## config.mk

```make
export PLATFORM = sky130hd
export DESIGN_NAME = cdb_arbiter
export DESIGN_NICKNAME = d
export VERILOG_FILES = /design/src/rtl/cdb_arbiter.sv
export SDC_FILE = /design/constraint.sdc
export NUM_CORES = 1
export LEC_CHECK = 0
export ABC_CLOCK_PERIOD_IN_PS = 7150
export CORE_AREA = 2 2 240 242
export CTS_BUF_LIST = sky130_fd_sc_hd__clkbuf_4 sky130_fd_sc_hd__clkbuf_8 sky130_fd_sc_hd__clkbuf_16
export DETAILED_ROUTE_END_ITERATION = 12
export DIE_AREA = 0 0 242 244
export PLACE_DENSITY = 0.62
export SYNTH_ARGS = -nofsm -noshare
export SYNTH_HDL_FRONTEND = slang
export SYNTH_SLANG_ARGS = --single-unit
```

## constraint.sdc

```tcl
create_clock -name clock -period 7.15 [get_ports clock]
set_clock_uncertainty 0.2 [all_clocks]
set_input_delay 1.7875 -clock clock [delete_from_list [all_inputs] [get_ports clock]]
set_output_delay 1.7875 -clock clock [all_outputs]
set_load 0.02 [all_outputs]
```

## src/rtl/cdb_arbiter.sv

```systemverilog
// Two-wide CDB arbiter: picks up to two completed FU results per cycle with rotating priority.
// Latency: grant in cycle N -> registered broadcast on cdb1/cdb2 in cycle N+1.
// Backpressure: fu_available drops for a source holding an ungranted result; flush forces it high.
module cdb_arbiter #(
    parameter int NUM_SRC  = 6,
    parameter int PRF_SIZE = 64,
    parameter int ROB_SIZE = 32,
    localparam int PW = $clog2(PRF_SIZE),
    localparam int RW = $clog2(ROB_SIZE)
) (
    input  logic                  clock,
    input  logic                  reset,
    input  logic                  flush,
    input  logic [NUM_SRC-1:0]    src_valid,
    input  logic [NUM_SRC*PW-1:0] src_tag,
    input  logic [NUM_SRC*64-1:0] src_data,
    input  logic [NUM_SRC*RW-1:0] src_rob_idx,
    output logic [NUM_SRC-1:0]    src_grant,
    output logic [NUM_SRC-1:0]    fu_available,
    output logic                  cdb1_valid,
    output logic [PW-1:0]         cdb1_tag,
    output logic [63:0]           cdb1_data,
    output logic [RW-1:0]         cdb1_rob_idx,
    output logic                  cdb2_valid,
    output logic [PW-1:0]         cdb2_tag,
    output logic [63:0]           cdb2_data,
    output logic [RW-1:0]         cdb2_rob_idx
);
    localparam int SW = $clog2(NUM_SRC);

    logic [SW-1:0] ptr;
    logic [SW-1:0] a_idx, b_idx, idx;
    logic [SW:0]   sum;
    logic          a_vld, b_vld;
    logic          arb_en;

    function automatic logic [SW-1:0] next_idx(input logic [SW-1:0] i);
        return (i == SW'(NUM_SRC - 1)) ? '0 : i + SW'(1);
    endfunction

    // Scan from ptr with wrap; first two valid sources become slots A and B.
    always_comb begin
        a_vld = 1'b0;
        b_vld = 1'b0;
        a_idx = '0;
        b_idx = '0;
        sum   = '0;
        idx   = '0;
        for (int k = 0; k < NUM_SRC; k++) begin
            sum = {1'b0, ptr} + (SW+1)'(k);
            if (sum >= (SW+1)'(NUM_SRC))
                sum = sum - (SW+1)'(NUM_SRC);
            idx = sum[SW-1:0];
            if (src_valid[idx]) begin
                if (!a_vld) begin
                    a_vld = 1'b1;
                    a_idx = idx;
                end else if (!b_vld) begin
                    b_vld = 1'b1;
                    b_idx = idx;
                end
            end
        end
    end

    assign arb_en = reset & ~flush;

    always_comb begin
        src_grant = '0;
        if (arb_en) begin
            if (a_vld) src_grant[a_idx] = 1'b1;
            if (b_vld) src_grant[b_idx] = 1'b1;
        end
    end

    always_comb begin
        if (!reset)
            fu_available = ~src_valid;
        else if (flush)
            fu_available = '1;
        else
            fu_available = ~src_valid | src_grant;
    end

    always_ff @(posedge clock) begin
        if (!arb_en) begin
            cdb1_valid   <= 1'b0;
            cdb1_tag     <= '0;
            cdb1_data    <= '0;
            cdb1_rob_idx <= '0;
            cdb2_valid   <= 1'b0;
            cdb2_tag     <= '0;
            cdb2_data    <= '0;
            cdb2_rob_idx <= '0;
            if (!reset)
                ptr <= '0;
        end else begin
            cdb1_valid   <= a_vld;
            cdb1_tag     <= a_vld ? src_tag[a_idx*PW +: PW]     : '0;
            cdb1_data    <= a_vld ? src_data[a_idx*64 +: 64]    : '0;
            cdb1_rob_idx <= a_vld ? src_rob_idx[a_idx*RW +: RW] : '0;
            cdb2_valid   <= b_vld;
            cdb2_tag     <= b_vld ? src_tag[b_idx*PW +: PW]     : '0;
            cdb2_data    <= b_vld ? src_data[b_idx*64 +: 64]    : '0;
            cdb2_rob_idx <= b_vld ? src_rob_idx[b_idx*RW +: RW] : '0;
            // Priority rotates past the last source served this cycle.
            if (b_vld)
                ptr <= next_idx(b_idx);
            else if (a_vld)
                ptr <= next_idx(a_idx);
        end
    end
endmodule

```

# Word-level counts from Yosys, hierarchy flattened
# Index checks and enable logic that the tools add are counted.
[word_totals]
in_bits = 459
output_inout_bits = 164
regBits = 155
elab_cells = 137
[op_classes]
n_eq_ne = 4
n_reduce_logical = 5
order_cmp = 16
multipliers = 4
shifts = 6
mux = 75
add_sub_neg = 13
bitwise = 5
[ops]
columns = ["op", "n"]
rows = [
  ["$shiftx A384 B10 Y64", 2],
  ["$mux W3", 37],
  ["$shiftx A36 B7 Y6", 2],
  ["$shiftx A30 B7 Y5", 2],
  ["$mux W6", 6],
  ["$lt A3 B4 Y1 const B", 8],
  ["$mux W1", 24],
  ["$ge A4 B3 Y1 const B", 5],
  ["$bmux W1 S3", 6],
  ["$sub A3 B3 Y3 const B", 6],
  ["$mul A3 B3 Y6 const B", 2],
  ["$or A6 B6 Y6", 2],
  ["$mul A3 B2 Y5 const B", 2],
  ["$add A3 B2 Y4 const B", 2],
  ["$add A3 B3 Y4 const B", 2],
  ["$add A3 B1 Y3 const B", 2],
  ["$demux W1 S3", 2],
  ["$eq A3 B3 Y1 const B", 2],
  ["$ge A3 B1 Y1 const B", 2],
  ["$not A6 Y6", 1],
  ["$reduce_and A2 Y1", 3],
  ["$add A3 B1 Y4 const B", 1],
  ["$ge A3 B3 Y1 const B", 1],
  ["$ne A3 B3 Y1 const B", 1],
  ["4 further kinds", 5],
]

# Longest topological paths before layout
[logic_depth]
ltp_word = 29
depth_mapped = 23
depth_no_buf = 13

# Least setup slack after synthesis
# Ideal clock, no wire load.
[synth_timing]
path_kind = "register -> output"
from = "reg ptr[0]"
to = "out fu_available[2]"
slack_ns = 0.185
n_path_buf = 8
path_stages_with_launch = 21
arrival_time_ns = 4.977
t_required_ns = 5.162
cell_sequence = "edfxtp_1 > buf_6 > buf_6 > inv_1 > clkbuf_1 > clkbuf_1 > clkbuf_1 > ha_1 > buf_2 > clkinv_1 > nand4_1 > o31ai_1 > or3_1 > buf_2 > or4_1 > nand3_1 > buf_4 > o211ai_1 > a21oi_1 > a221oi_1 > o21ai_0"
[synth_between]
elab_chain_cells = 29
elab_cells_between_ends = 94
classes_between = "add/sub: 11; order compare: 10; mux: 69; bitwise: 2; reduce/logical: 2"
[synth_lines]
columns = ["item", "line_no", "text"]
rows = [
  ["start: declaration", "31", "logic [SW-1:0] ptr;"],
  ["start signal: assignment", "108", "ptr <= next_idx(b_idx);"],
  ["start signal: assignment", "110", "ptr <= next_idx(a_idx);"],
  ["branches (longest 24 deep; another with $add A3 B1 Y4)", "-", ""],
  ["$mux W6 (*)", "72", "if (b_vld) src_grant[b_idx] = 1'b1;"],
  ["$mux W6 (*)", "70", "if (arb_en) begin"],
  ["$or A6 B6 Y6 (*)", "82", "fu_available = ~src_valid | src_grant;"],
  ["$mux W6 (*)", "79", "else if (flush)"],
  ["$mux W6 (*)", "77", "if (!reset)"],
  ["end: declaration", "19", "output logic [NUM_SRC-1:0] fu_available,"],
]
# Mark *: on every way between the ends. The select of a mux whose other input is x is not followed.

# Final worst setup path
[layout_timing]
from = "in src_valid[3]"
to = "out src_grant[3]"
[layout_between]
elab_chain_cells = 24
elab_cells_between_ends = 68
classes_between = "order compare: 4; mux: 61; bitwise: 1; reduce/logical: 2"
[layout_lines]
columns = ["item", "line_no", "text"]
rows = [
  ["start: declaration", "14", "input logic [NUM_SRC-1:0] src_valid,"],
  ["$bmux W1 S3", "54", "if (src_valid[idx]) begin"],
  ["$mux W1 (implied by the code)", "54", ""],
  ["$mux W1", "54", ""],
  ["$mux W3 or $mux W1 (tied branches)", "55", "if (!a_vld) begin"],
  ["$mux W3 or $mux W1 (tied branches)", "54", ""],
  ["$mux W3", "58", "end else if (!b_vld) begin"],
  ["$mux W3", "55", ""],
  ["$mux W3", "54", ""],
  ["(+8 left out)", "-", ""],
  ["$mux W3", "54", ""],
  ["$lt A3 B4 Y1 (implied by the code) or $ge A3 B1 Y1 (tied branches)", "72", ""],
  ["$logic_and A1 B1 Y1 (implied by the code)", "72", ""],
  ["$mux W1 (implied by the code)", "72", ""],
  ["$demux W1 S3", "72", ""],
  ["$or A6 B6 Y6 (no line)", "-", ""],
  ["$mux W6 (*)", "72", ""],
  ["$mux W6 (*)", "70", ""],
  ["end: declaration", "18", "output logic [NUM_SRC-1:0] src_grant,"],
]
# Mark *: on every way between the ends. The rest lies on a longest branch, timed or not. The select of a mux whose other input is x is not followed.

==> results.yml <==
layout:
  final_cell_area_um2: 24210
  final_nets: 2700
  drive_gt1_share_pct: 24.61
  fillers: 5446
  multiInputGateArea_um2: 12200
  syn_to_final_growth_pct: 49.24
  regArea_um2: 3133
  final_util_pct: 43.11
synth:
  ys.flop_type: "dfxtp_1"
  synth_seq_cells: 155
  synth_common_cells: "303 x a221oi_1, 177 x mux2_2, 152 x dfxtp_1"
  syn_area_per_cell_um2: 9.611
  synthArstFlopShare_pct: 0
  synth_edf_count: 3
  ys_warn_count: 0
  yosysTopAreaCellShare_pct: 18.76
  synthTopCellsByArea: "dfxtp_1 19%, a221oi_1 16%, mux2_2 12%"
  synthesis.area_um2: 16220
  post-synth-top-count-cell: "a221oi_1"
  syn_nets: 2158
  synth_cell_types: 76
  yosysSeqAreaShare_pct: 19.31
  synth_area_leader_cell: "dfxtp_1"
  syn_inst: 1688
timing:
  setup_viol: 0
  finalHoldViolations: 0
  min_period_over_period_pct: 97.91
  slew_viol_final: 0
  holdWs_ns: 1.374
  tns_ns: 0
  fmax_mhz: 142.8
  rsz0062_at_grt: "no"
  tightestPinTransition_ns: 1.140
  max_slew_margin_pct: 23.98
  period_needed_ns: 7.000
grt:
  busiest_layer: "met2"
  grtUsageTotal_pct: 26.38
  grt_pass1_wl_mm: 120.8
  grt_max_degree: 91
  use_met1_pct: 32.56
  grtUsageMet2_pct: 44.70
  met3_usage_pct: 5.685
  grt.overflow.total: 0
  antenna_found_initial: 14
  grt_pass1_vias: 18920
clocking:
  cts_tree: "yes"
  numCtsBuffers: 17
  clk_path_buf_depth: 2
  clk_latency_ns: 0.49
  cts_sinks: 155
  clk_pin_slew_ns: 0.08
  htree_levels: 4
  cts_root_buf: "clkbuf_16"
route:
  ant_nets: 0
  drt-initial-drc-count: 1681
  via_count: 19050
  firstDrtPassIters: 6
  wl_mm: 82.22
  wire_per_inst_um: 27.32
  viasPerCell: 6.328
  remaining_drc_errors: 0
setup_path:
  worstPathCellList: "dlygate4sd2_1, mux2_4, buf_4, nor3_1, o21a_1, or3_4, or3_1, a32o_1, o211ai_1, buf_4, and2_4, buf_12, a22oi_1, nor2_1, buf_4"
  endpoint_kind: "primary output"
  crit_arrival_ns: 5.01
  crit_type: "in -> out"
  cp_slowest_stage_delay_ns: 0.40
  worstPathMaxFanout: 29
  cp_common_cell: "buf_4"
  worst_ep_required_time_ns: 5.16
  critPathLaunchType: "primary input"
  crit_path_top_delay_cell: "or3_4"
  r2r_slack_ns: 1.26
floorplanning:
  dieWidth_um: 242
  num_rows: 87
  core_area_um2: 56170
  die_h_um: 244
  start_util_pct: 28.88
  ios: 623
  die_area_um2: 59050
place:
  hpwl_mm: 56.76
  placed_area_um2: 23420
  gp_congestion: 0.9276
  numPortBuffers: 622
status:
  status: "finished, final reports clean"
worst_hold_path:
  hp-class: "reg -> reg"
run:
  maxCapViolations: 0
## repair_timing
action,in CTS,in global routing
pin swaps,0,6
setup buffers,0,5
endpoints found under the setup margin,12,12
gates cloned,0,1
resized for setup,50,30
hold buffers,0,0
## final timing paths
path                   endpoint  cells past startpoint          from
hold / removal    cdb2_data[41]                      4        ptr[0]
setup / recovery   src_grant[3]                     15  src_valid[3]
hold reg to reg   cdb2_data[41]                      4        ptr[0]
setup reg to reg  cdb1_data[20]                     18        ptr[1]
## layer usage
| metal | up-vias | share of wire, % | wire length, um |
|---|---|---|---|
| met5 | - | 0.049 | 40 |
| met4 | 8 | 3.5 | 2903 |
| met3 | 159 | 7.3 | 5977 |
| met2 | 948 | 49 | 40130 |
| met1 | 9656 | 40 | 33170 |
| li1 | 8277 | - | - |
## cells in the final DEF (no fill, tap or decap), types with 23 or more instances in the layout
cell type,count
clkdlybuf4s50_1,604
a221oi_1,301
mux2_2,176
dfxtp_1,152
and2_1,149
buf_4,120
nor3_1,81
mux4_2,78
a2111oi_0,76
o31ai_1,74
o221a_2,74
mux2_1,53
nand2_1,23
## per-stage QoR
step           std cells  setup slack (ns)
6_report            3010            0.1495
5_1_grt             3009          0.002727
4_1_cts             2993           0.03724
3_5_place_dp        2961           -0.9021
3_3_place_gp        2961           -0.8088
2_1_floorplan       1688            0.1854
## flip-flops by register name (all words and copies together) (netlist names)
register	flops
cdb1_rob_idx	5
cdb1_valid	1
cdb2_rob_idx	5
cdb1_tag	6
cdb2_data	64
cdb2_tag	6
ptr	3
cdb1_data	64
cdb2_valid	1
## cell type report
type | instances | area share [%]
Antenna cell | 11 | 0.1137
Tap cell | 756 | 3.907
Timing Repair Buffer | 749 | 29.96
Sequential cell | 155 | 12.94
Clock buffer | 18 | 1.814
Clock inverter | 14 | 0.5581
Multi-Input combinational cell | 1290 | 50.39
Inverter | 17 | 0.3152
## critical path, delay by kind of cell
| family | cells | cell delay (ns) |
|---|---|---|
| and+or+nand+nor | 5 | 1.13 |
| muxes | 1 | 0.23 |
| AOI/OAI and AO/OA | 4 | 0.83 |
| buffers and inverters | 5 | 1.00 |
## cells by family after synthesis
kind of cell	share of synthesized area (%)
xor+xnor	0.5322
fa+ha+maj	0.8484
compound gates	33.33
simple gates	11.50
mux	27.47
flops	19.31
buf+inv	7.011
Power is left out: the tool's default activity adds up to more than one toggle a clock period on the data nets, which glitch-free logic cannot reach.
